File: src/rtl/eth_tlp_tap_arb_pkg.sv
// Shared definitions for the TLP tap arbiter: FSM state codes, tag constants
// and the tag-word layout used on the 72-bit capture FIFO write port.
// Word layout is {keep[7:0], data[63:0]}; a tag is the only word with keep == 0.
package eth_tlptap_pkg;

  localparam logic [1:0] ST_IDLE = 2'd0;
  localparam logic [1:0] ST_TAG  = 2'd1;
  localparam logic [1:0] ST_DATA = 2'd2;

  localparam logic [7:0] TAG_MAGIC = 8'hA5;
  localparam logic [7:0] TAG_KEEP  = 8'h00;

  typedef struct packed {
    logic [7:0]  keep;
    logic [7:0]  magic;
    logic [6:0]  pad;
    logic        src;
    logic [15:0] seq;
    logic [31:0] ts;
  } tag_word_t;

  function automatic logic [71:0] pack_tag(input logic src, input logic [15:0] seq,
                                           input logic [31:0] ts);
    tag_word_t t;
    t.keep  = TAG_KEEP;
    t.magic = TAG_MAGIC;
    t.pad   = 7'b0;
    t.src   = src;
    t.seq   = seq;
    t.ts    = ts;
    return t;
  endfunction

endpackage

File: src/rtl/eth_tlp_tap_arb.sv
// Packet-granular round-robin arbiter sharing one capture FIFO write port
// between two AXI-Stream taps; each packet is preceded by one tag word.
// Latency: grant in IDLE cycle N, tag write N+1, first beat N+2; outputs are
// combinational (no data-path register). Backpressure: full stalls the tag and
// drops the granted tready in the same cycle, so nothing is lost or repeated.
// Ports: clk200/sys_rst (sync, active high); s0_/s1_axis_* tap inputs;
// wr_en/din/full FIFO write side, din = {keep[7:0], data[63:0]}.
module eth_tlp_tap_arb
  import eth_tlptap_pkg::*;
#(
  parameter int TS_W  = 32,
  parameter int SEQ_W = 16
) (
  input  logic        clk200,
  input  logic        sys_rst,
  output logic        s0_axis_tready,
  input  logic        s0_axis_tvalid,
  input  logic [63:0] s0_axis_tdata,
  input  logic [7:0]  s0_axis_tkeep,
  input  logic        s0_axis_tlast,
  output logic        s1_axis_tready,
  input  logic        s1_axis_tvalid,
  input  logic [63:0] s1_axis_tdata,
  input  logic [7:0]  s1_axis_tkeep,
  input  logic        s1_axis_tlast,
  output logic        wr_en,
  output logic [71:0] din,
  input  logic        full
);

  logic [1:0]       state_q, state_d;
  logic             gnt_q, gnt_d;
  logic             last_gnt_q, last_gnt_d;
  logic [SEQ_W-1:0] seq0_q, seq0_d;
  logic [SEQ_W-1:0] seq1_q, seq1_d;
  logic [TS_W-1:0]  ts_q, ts_d;
  logic [SEQ_W-1:0] tag_seq_q, tag_seq_d;
  logic [TS_W-1:0]  tag_ts_q, tag_ts_d;
  logic             grant;
  logic             tag_done;

  // Granted-source mux; only meaningful in DATA.
  logic        sel_vld;
  logic        sel_last;
  logic [63:0] sel_dat;
  logic [7:0]  sel_keep;
  assign sel_vld  = gnt_q ? s1_axis_tvalid : s0_axis_tvalid;
  assign sel_last = gnt_q ? s1_axis_tlast  : s0_axis_tlast;
  assign sel_dat  = gnt_q ? s1_axis_tdata  : s0_axis_tdata;
  assign sel_keep = gnt_q ? s1_axis_tkeep  : s0_axis_tkeep;

  always_comb begin
    state_d        = state_q;
    gnt_d          = gnt_q;
    last_gnt_d     = last_gnt_q;
    grant          = 1'b0;
    tag_done       = 1'b0;
    wr_en          = 1'b0;
    din            = '0;
    s0_axis_tready = 1'b0;
    s1_axis_tready = 1'b0;
    case (state_q)
      ST_IDLE: begin
        if (s0_axis_tvalid || s1_axis_tvalid) begin
          grant   = 1'b1;
          // On a tie the source that did not go last wins.
          gnt_d   = (s0_axis_tvalid && s1_axis_tvalid) ? ~last_gnt_q : s1_axis_tvalid;
          state_d = ST_TAG;
        end
      end
      ST_TAG: begin
        wr_en = !full;
        din   = pack_tag(gnt_q, 16'(tag_seq_q), 32'(tag_ts_q));
        if (!full) begin
          tag_done = 1'b1;
          state_d  = ST_DATA;
        end
      end
      ST_DATA: begin
        s0_axis_tready = !gnt_q && !full;
        s1_axis_tready = gnt_q && !full;
        wr_en          = !full && sel_vld;
        din            = {sel_keep, sel_dat};
        if (!full && sel_vld && sel_last) begin
          last_gnt_d = gnt_q;
          state_d    = ST_IDLE;
        end
      end
      default: state_d = ST_IDLE;
    endcase
  end

  // Tag fields are captured at grant so a stalled tag keeps its grant timestamp.
  assign tag_seq_d = grant ? (gnt_d ? seq1_q : seq0_q) : tag_seq_q;
  assign tag_ts_d  = grant ? ts_q : tag_ts_q;

  assign seq0_d = seq0_q + {{(SEQ_W-1){1'b0}}, (tag_done && !gnt_q)};
  assign seq1_d = seq1_q + {{(SEQ_W-1){1'b0}}, (tag_done && gnt_q)};
  assign ts_d   = ts_q + {{(TS_W-1){1'b0}}, 1'b1};

  always_ff @(posedge clk200) begin
    if (sys_rst) begin
      state_q    <= ST_IDLE;
      gnt_q      <= 1'b0;
      last_gnt_q <= 1'b1;
      seq0_q     <= '0;
      seq1_q     <= '0;
      ts_q       <= '0;
      tag_seq_q  <= '0;
      tag_ts_q   <= '0;
    end else begin
      state_q    <= state_d;
      gnt_q      <= gnt_d;
      last_gnt_q <= last_gnt_d;
      seq0_q     <= seq0_d;
      seq1_q     <= seq1_d;
      ts_q       <= ts_d;
      tag_seq_q  <= tag_seq_d;
      tag_ts_q   <= tag_ts_d;
    end
  end

endmodule

File: config.mk
export PLATFORM = sky130hd
export DESIGN_NAME = eth_tlp_tap_arb
export DESIGN_NICKNAME = d
export VERILOG_FILES = /design/src/rtl/eth_tlp_tap_arb_pkg.sv /design/src/rtl/eth_tlp_tap_arb.sv
export SDC_FILE = /design/constraint.sdc
export NUM_CORES = 1
export LEC_CHECK = 0
export ABC_CLOCK_PERIOD_IN_PS = 3500
export CORE_MARGIN = 2
export CORE_UTILIZATION = 42
export CTS_CLUSTER_DIAMETER = 150
export DETAILED_ROUTE_END_ITERATION = 10
export PLACE_DENSITY = 0.79
export SYNTH_ARGS = -nofsm -noshare
export SYNTH_HDL_FRONTEND = slang
export SYNTH_SLANG_ARGS = --single-unit
File: constraint.sdc
create_clock -name clk200 -period 3.5 [get_ports clk200]
set_input_delay 1.05 -clock clk200 [delete_from_list [all_inputs] [get_ports clk200]]
set_output_delay 1.05 -clock clk200 [all_outputs]
set_load 0.02 [all_outputs]
==> results.cfg, run 1 <==
[status]
outcome = complete, but fails checks
violations = setup timing

[route]
drtAntennaViolNets = 0
wl_um = 20900
drt_pass1_iterations = 5
drt_iter0_markers = 416
drcViolationCount = 0
routedWlPerCell_um = 16.9
via_count = 6762
via_per_inst = 5.47

[floorplanning]
initial_utilization_pct = 43.1
coreArea_um2 = 15300
rows = 45
die-area_um2 = 16700
dieWidth_um = 129
die_h_um = 129
ios = 226

[setup_path]
r2r_slack_ns = 0.79
crit_family = buffers and inverters
critical_path.cell_chain = clkdlybuf4s50_1 -> mux2_2 -> a22oi_1 -> nor2b_1 -> clkdlybuf4s50_1
max_stage_delay_ns = 0.54
cpMaxStageDelayCell = clkdlybuf4s50_1
crit_top_cell = clkdlybuf4s50_1
crit_fanout = 1
path_class = input port to primary output
startpoint_type = input port
crit_buf_inv = 2
arrival_ns = 2.45
worstPathRequired_ns = 2.45
critPathCaptureType = primary output

[yosys]
synth_nets = 967
syn_area_per_cell_um2 = 8.18
synth_cell_type_count = 39
synth_area_um2 = 6580
syn_inst = 805
synth-seq-cells = 116
ys_seq_area_share_pct = 35.3
synth_edf_count = 0
synth_top_flop_cell = dfxtp_1
async_flop_share_pct = 0
yosysWarnings = 0

[sta]
period_share_pct = 100
final_hold_viol_count = 0
finalSetupViolations = 1
period_minus_slack_ns = 3.50
rsz0062_at_grt = yes
relSlewSlack_pct = 57.8
tightest_slew_ns = 0.633
report.final.slew_viol_count = 0
layout_setup_ws_ns = -0.0000633
max_freq_ghz = 0.286
skew_ns = 0.00858

[job]
maxCapViolCount = 0

[layout]
synthToLayoutAreaGrowth_pct = 47.2
regArea_um2 = 2330
post-route-util_pct = 63.5
layout-drive-gt1-share_pct = 11.9
fillCellCount = 1277
final_cells = 1236
nNetsFinal = 1174
antenna_cells = 0
multi_input_area_um2 = 4030

[power]
p_sw_share_pct = 29.1
pwr-share-seq_pct = 32.9
internal-power_mw = 3.00
p_clk_share_pct = 39.6
power_mw = 4.24
ir_drop_mv = 0.297
p_switching_mw = 1.24
p_comb_share_pct = 27.5
power_density_nw_per_um2 = 437
leakagePower_nw = 3.62

[grt]
grt_max_degree = 50
grt_use_total_pct = 24.4
grt-ovfl-total = 0
grt_pass1_wl_um = 32300
grt_pass1_vias = 6466
antenna_found_initial = 0

[clock_network]
htree_levels = 4
root_buffer = clkbuf_16
clock_path_buffers = 2
cts_made_buffers = 17
cts_tree = done
clock_sinks = 116
cts.hold.buffers_added = 0
clkLatencyLatePin_ns = 0.41
clkSlewWorstSetupHoldPaths_ns = 0.05

[place]
gp_congestion = 0.898
dp_hpwl_um = 14800
portBuffers = 225
place_inst = 1203

[worst_hold_path]
hp-class = register to register
-- sequential cells by signal (all words and copies together), names as in the netlist --
name,count
seq1_q,16
tag_seq_q,16
state_q,2
last_gnt_q,1
seq0_q,16
ts_q,32
tag_ts_q,32
gnt_q,1
-- routing by layer --
layer	vias to the layer above	track usage (%)	part of all wire, %
met1	3152	30.5	42
met5	-	0	0
met4	0	7.48	1.7
met3	24	5.12	8.0
met2	285	42.2	48
li1	3301	-	-
-- worst min-delay path, stage by stage (launching register included) --
cell and delay (ns):
dfxtp_1 0.31, nand2_1 0.05, a21oi_1 0.05
-- path summary, 6_finish.rpt --
kind                            cells after the start              start          end
worst max-delay path                                5  s0_axis_tdata[47]      din[47]
worst min-delay path                                2        tag_ts_q[6]  tag_ts_q[6]
worst max register to register                     11         state_q[1]    seq1_q[8]
worst min register to register                      2        tag_ts_q[6]  tag_ts_q[6]
-- per-stage QoR --
stage / cell area [um2] / hold WS [ns] / setup WS, ns / TNS (ns)
after floorplan: 6580 / 0.432 / 0.433 / 0
after global placement: 9070 / 0.442 / -0.244 / -0.405
after detailed placement: 9070 / 0.447 / -0.218 / -0.673
after CTS: 9650 / 0.454 / 0.0000122 / 0
after global routing: 9690 / 0.474 / -0.0671 / -0.405
final: 9690 / 0.455 / -0.0000633 / -0.0000633
-- cells in the final DEF, fill, tap and decap left out, drive strengths merged, types with 19 or more instances in the layout --
master / instances
nor2b: 60
a21oi: 81
dfxtp: 116
buf: 28
mux2: 54
clkbuf: 22
xor2: 24
nand2: 103
mux2i: 19
dlygate4sd2: 34
a22oi: 48
nor2: 58
clkdlybuf4s50: 171
nand3: 26
-- logic make-up (layout without fill, tap and decap cells) --
group,count (synthesis),in the layout,share of synthesized area [%]
compound gates,181,181,17.2
mux,73,73,12.1
simple gates,322,322,24.8
fa+ha+maj,11,11,2.09
xor+xnor,33,33,4.39
flops,116,116,35.3
buf+inv,69,289,4.05
-- power by group through the flow --
stage | Combinational [mW] | Clock [mW] | Sequential (mW)
floorplan | 0.681 | 0 | 1.40
global placement | 1.13 | 0 | 1.42
detailed placement | 1.15 | 0 | 1.42
CTS | 1.17 | 1.70 | 1.39
global route | 1.25 | 1.75 | 1.40
finish | 1.17 | 1.68 | 1.39
-- synthesized netlist by cell type, drive strengths merged (9+ instances only) --
master / number / area (um2)
nand2: 103 / 387
clkbuf: 49 / 184
nor2b: 60 / 375
nor2: 58 / 218
ha: 11 / 138
o221ai: 16 / 140
and4: 9 / 78.8
dfxtp: 116 / 2320
xnor2: 9 / 78.8
or4: 16 / 124
mux2: 54 / 608
xor2: 24 / 210
nand3: 26 / 130
a21oi: 81 / 405
buf: 12 / 52.6
a22oi: 48 / 360
nand4: 15 / 100
mux2i: 19 / 190
o31ai: 12 / 90.1
or3: 13 / 81.3
o21ai: 18 / 90.1
-- area by class of cell --
cell class	instances	share of cell area, %
multi-input combinational	620	41.6
timing repair buffer	249	25.4
sequential	116	24.0
clock buffer	22	4.89
tap	211	2.72
clock inverter	10	1.08
inverter	8	0.310
-- timing repair --
| item | CTS | global route |
|---|---|---|
| resized for setup | 39 | 16 |
| buffers inserted | 1 | 0 |
| endpoints found under the hold margin | 0 | 0 |
| setup endpoints to repair | 66 | 33 |
Power figures use the tool's default switching activity.
==> run 2, diff against run 1 <==
Settings changed: PLACE_DENSITY 0.79 to default, PLACE_DENSITY_LB_ADDON from default to 0.2.
==> run 2 against run 1 <==
Effect of this change: the flow now finishes without violations; routed wire length is 0.83% higher; power is 10% higher; via count hardly changed; sequential power hardly changed; maximum frequency is 2.9% higher; cell area is 1.4% higher; final cell count is 0.32% lower; first-iteration DRC count is 6.0% higher; critical path depth stayed put; critical endpoint is now din[61]; highest routed layer unchanged; largest cell class unchanged; worst hold slack worse by 0.00085 ns; largest power group unchanged; clock skew is 0.0038 ns lower.
==> results.cfg, run 2 (synthesis results as in run 1) <==
[floorplanning]
rows = 45
coreArea_um2 = 15300
die-area_um2 = 16700
dieWidth_um = 129
initial_utilization_pct = 43.1
die_h_um = 129
ios = 226

[worst_hold_path]
hp-class = register to register
whs_path_depth = 2
min_to = tag_ts_q[13]
worstHoldStart = tag_ts_q[13]

[setup_path]
startpoint_type = input port
r2r_slack_ns = 0.87
crit_fanout = 1
path_class = input port to primary output
max_stage_delay_ns = 0.47
worstPathRequired_ns = 2.45
arrival_ns = 2.35
cpMaxStageDelayCell = clkdlybuf4s50_1
worstReg2RegEnd = seq1_q[14]
critPathCaptureType = primary output
r2r-start = gnt_q
critical_path.cell_chain = clkdlybuf4s50_1 -> mux2_2 -> a21oi_1 -> nor2b_1 -> dlygate4sd2_1
reg2reg_depth = 8

[sta]
max_freq_ghz = 0.294
holdWs_ns = 0.454
final_hold_viol_count = 0
period_share_pct = 97.2
rsz0062_at_grt = no
finalSetupViolations = 0
report.final.slew_viol_count = 0
relSlewSlack_pct = 54.0
layout_setup_ws_ns = 0.0986
skew_ns = 0.00475
period_minus_slack_ns = 3.40
tightest_slew_ns = 0.690

[layout]
largestRegisters = tag_ts_q: 32 flops, ts_q: 32 flops
antenna_cells = 0
post-route-util_pct = 64.4
mostFrequentLayoutCells = clkdlybuf4s50_1 (168), dfxtp_1 (115), nand2_1 (102)
fillCellCount = 1355
nNetsFinal = 1170
synthToLayoutAreaGrowth_pct = 49.3
layout_commonest_cell = clkdlybuf4s50_1
layout-drive-gt1-share_pct = 11.7
final_cells = 1232

[clock_network]
clock_sinks = 116
cts_resized = 45
post_cts_buffers = 0
htree_levels = 4
root_buffer = clkbuf_16
clock_path_buffers = 2
cts_made_buffers = 17
clkLatencyLatePin_ns = 0.41
cts_tree = done
clkSlewWorstSetupHoldPaths_ns = 0.05
cts.hold.buffers_added = 0

[power]
power_mw = 4.67
ir_drop_mv = 0.308
leakagePower_nw = 3.63
power_density_nw_per_um2 = 475

[grt]
grt_max_degree = 62
met2_usage_pct = 42.4
grt_pass1_vias = 6163
grt_use_total_pct = 24.2
use_met3_pct = 5.82
grt-ovfl-total = 0
grt_pass1_wl_um = 32000
antenna_found_initial = 0
use_met1_pct = 30.3
grt-busiest-layer = met2

[route]
routedWlPerCell_um = 17.1
drt_iter0_markers = 441
drcViolationCount = 0
drt_pass1_iterations = 5
wl_um = 21100
via_per_inst = 5.49
via_count = 6768
drtAntennaViolNets = 0

[status]
outcome = finished clean

[job]
maxCapViolCount = 0

[place]
dp_hpwl_um = 15300
gp_congestion = 0.783
dp_slack_ns = -0.181
place_inst = 1200
portBuffers = 225
==> run 2: cell types whose count changed in the layout (fill, tap and decap cells not counted), sizes merged <==
cell,before,now
dlygate4sd2,34,43
bufinv,2,8
buf,28,23
dlymetal6s2s,16,11
clkbuf,22,18
clkdlybuf4s50,171,168
clkinv,6,3
inv,8,9
==> run 2: final cells by class <==
class                           instances  area (um2)  share of cell area, %
Multi-Input combinational cell        620        4030                   41.0
Timing Repair Buffer                  245        2460                   25.1
Sequential cell                       116        2330                   23.7
Clock buffer                           18         439                   4.47
Clock inverter                         14         279                   2.84
Tap cell                              211         264                   2.69
Inverter                                8        30.0                  0.305
==> run 2: worst max-delay path: cells and delay by family <==
family                 cells  cell delay, ns
AND/OR/NAND/NOR            1            0.06
multiplexers               1            0.28
AO/OA/AOI/OAI              1            0.17
buffers and inverters      2            0.78
==> run 2: routing by layer <==
layer	share of wire (%)	routed length, um
met2	49	10300
met4	1.2	248
met5	0	0
met3	6.5	1370
met1	43	9180
==> run 2: power breakdown <==
part	internal (mW)	total [mW]	switching, mW
registers	1.36	1.40	0.0413
logic	0.572	1.17	0.602
clock network	1.49	2.10	0.603
total	3.42	4.67	1.25
==> run 2: stage by stage <==
stage / instance area [um2] / setup TNS [ns]
4_1_cts: 9790 / 0
2_1_floorplan: 6580 / 0
3_5_place_dp: 9110 / -1.20
5_1_grt: 9830 / 0
6_report: 9830 / 0
3_3_place_gp: 9110 / -0.852
==> run 2: worst max-delay path by stage <==
stage	from	endpoint	depth (start not counted)
6_report	s1_axis_tdata[61]	din[61]	5
5_1_grt	full	s0_axis_tready	4
4_1_cts	s0_axis_tdata[24]	din[24]	5
3_5_place_dp	s1_axis_tdata[23]	din[23]	5
3_3_place_gp	s1_axis_tdata[61]	din[61]	5
2_1_floorplan	s1_axis_tvalid	wr_en	4
==> run 3, diff against run 2 <==
Settings changed: GPL_TIMING_DRIVEN from default to 0, MAX_ROUTING_LAYER from default to met4.
==> run 3 against run 2 <==
Effect of this change: via count increased by 3.5%; clock power decreased by 9%; global-route usage increased by 4.5 points; count of clock-buffer cells in the layout decreased by 1; flip-flop and latch count unchanged; maximum frequency decreased by 0.89%; cell area decreased by 0.55%; first-iteration DRC count increased by 7.7%; worst hold slack improved by 0.0010 ns; largest cell class unchanged; highest routed layer unchanged.
==> results.cfg, run 3 (synthesis results as in run 1) <==
[status]
outcome = finished clean

[setup_path]
crit_fanout = 1
r2r_slack_ns = 0.40
cpMaxStageDelayCell = clkdlybuf4s50_1
startpoint_type = input port
crit_buf_inv = 2
path_class = input port to primary output
arrival_ns = 2.38
crit_family = buffers and inverters
worstPathRequired_ns = 2.45
reg2reg_depth = 11
critPathCaptureType = primary output
worstReg2RegEnd = seq1_q[8]
max_stage_delay_ns = 0.44
r2r-start = state_q[1]
critical_path.cell_chain = clkdlybuf4s50_1 -> mux2_2 -> a21oi_1 -> nor2b_1 -> dlygate4sd2_1

[sta]
skew_ns = 0.00543
rsz0062_at_grt = no
tightest_slew_ns = 0.787
final_hold_viol_count = 0
layout_setup_ws_ns = 0.0680
max_freq_ghz = 0.291
period_minus_slack_ns = 3.43
relSlewSlack_pct = 47.5
finalSetupViolations = 0
report.final.slew_viol_count = 0
period_share_pct = 98.1

[clock_network]
cts.hold.buffers_added = 0
htree_levels = 4
root_buffer = clkbuf_16
cts_resized = 96
clock_sinks = 116
clkLatencyLatePin_ns = 0.41
post_cts_buffers = 0
clkSlewWorstSetupHoldPaths_ns = 0.06
clock_path_buffers = 2
cts_made_buffers = 17
cts_tree = done

[route]
wl_um = 23500
drt_iter0_markers = 475
drcViolationCount = 0
drt_pass1_iterations = 5
routedWlPerCell_um = 18.5
drtAntennaViolNets = 0
via_per_inst = 5.51
via_count = 7004

[layout]
fillCellCount = 1355
mostFrequentLayoutCells = clkdlybuf4s50_1 (156), dfxtp_1 (115), nand2_1 (102)
synthToLayoutAreaGrowth_pct = 48.5
nNetsFinal = 1207
largestRegisters = tag_ts_q: 32 flops, ts_q: 32 flops
layout-drive-gt1-share_pct = 11.4
final_cells = 1272
layout_commonest_cell = clkdlybuf4s50_1

[floorplanning]
dieWidth_um = 129
rows = 45
die-area_um2 = 16700
ios = 226
initial_utilization_pct = 43.1
die_h_um = 129
coreArea_um2 = 15300

[power]
p_comb_share_pct = 27.1
internal-power_mw = 3.16
power_density_nw_per_um2 = 462
p_switching_mw = 1.35
leakagePower_nw = 3.68
pwr-share-seq_pct = 30.6
p_clk_share_pct = 42.3
ir_drop_mv = 0.288
p_sw_share_pct = 29.9

[grt]
grt-ovfl-total = 0
grt_use_total_pct = 28.7
grt_pass1_vias = 6654
antenna_found_initial = 3
grt_pass1_wl_um = 36000
grt_max_degree = 17

[place]
place_inst = 1239
dp_hpwl_um = 18000
gp_congestion = 0.913
dp_slack_ns = -0.420
portBuffers = 223

[worst_hold_path]
whs_path_depth = 2
min_to = tag_seq_q[5]
hp-class = register to register
worstHoldStart = tag_seq_q[5]

[job]
maxCapViolCount = 0
-- run 3: changes by cell type in the layout (fill, tap and decap cells not counted), sizes merged --
cell,delta
clkinvlp,+2
clkdlybuf4s15,+1
buf,-10
clkbuf,+45
inv,+1
diode,+3
dlymetal6s2s,+1
clkinv,+1
dlygate4sd2,+11
bufinv,-3
clkdlybuf4s50,-12
-- run 3: layout make-up --
class                           count  area, um2  share of cell area [%]
Buffer                             59        302                    3.08
Clock inverter                     15        229                    2.34
Inverter                            8       30.0                   0.307
Antenna cell                        3       7.51                  0.0768
Clock buffer                       17        425                    4.35
Timing Repair Buffer              223       2200                    22.5
Sequential cell                   116       2320                    23.8
Multi-Input combinational cell    620       4000                    40.9
Tap cell                          211        264                    2.70
-- run 3: layer usage --
metal / GRT usage [%] / part of all wire, %
met1: 35.4 / 41
met2: 47.7 / 49
met3: 5.74 / 9.0
met4: 8.38 / 1.3
met5: - / 0
-- run 3: worst max path at each step --
stage               depth (start not counted)  slack [ns]              start      end
global placement                            5       -0.43     s0_axis_tvalid    wr_en
detailed placement                          5       -0.42     s0_axis_tvalid    wr_en
finish                                      5        0.07  s0_axis_tdata[61]  din[61]
CTS                                         6       -0.02         state_q[0]  din[68]
floorplan                                   4        0.43     s1_axis_tvalid    wr_en
global route                                5       0.003  s0_axis_tdata[30]  din[30]
-- run 3: tightest hold or removal path, stage by stage (launching register included) --
cell and delay (ns):
dfxtp_1 0.31, nand2_1 0.05, a21oi_1 0.05
-- run 3: power by group through the flow --
stage	Combinational, mW	Clock (mW)	Sequential, mW
final	1.22	1.91	1.38
after detailed placement	1.20	0	1.41
after CTS	1.21	1.91	1.38
after floorplan	0.681	0	1.40
after global placement	1.20	0	1.41
after global routing	1.32	1.98	1.39
-- run 3: metrics by stage --
stage | total power, mW | hold slack (ns) | cell area, um2 | setup TNS (ns) | utilization [%]
final | 4.52 | 0.455 | 9780 | 0 | 64.1
after global routing | 4.68 | 0.472 | 9780 | 0 | 64.1
after CTS | 4.51 | 0.454 | 9730 | -0.0281 | 63.7
after detailed placement | 2.61 | 0.447 | 9080 | -6.72 | 59.5
after global placement | 2.60 | 0.445 | 9080 | -5.05 | 59.5
after floorplan | 2.08 | 0.432 | 6580 | 0 | -
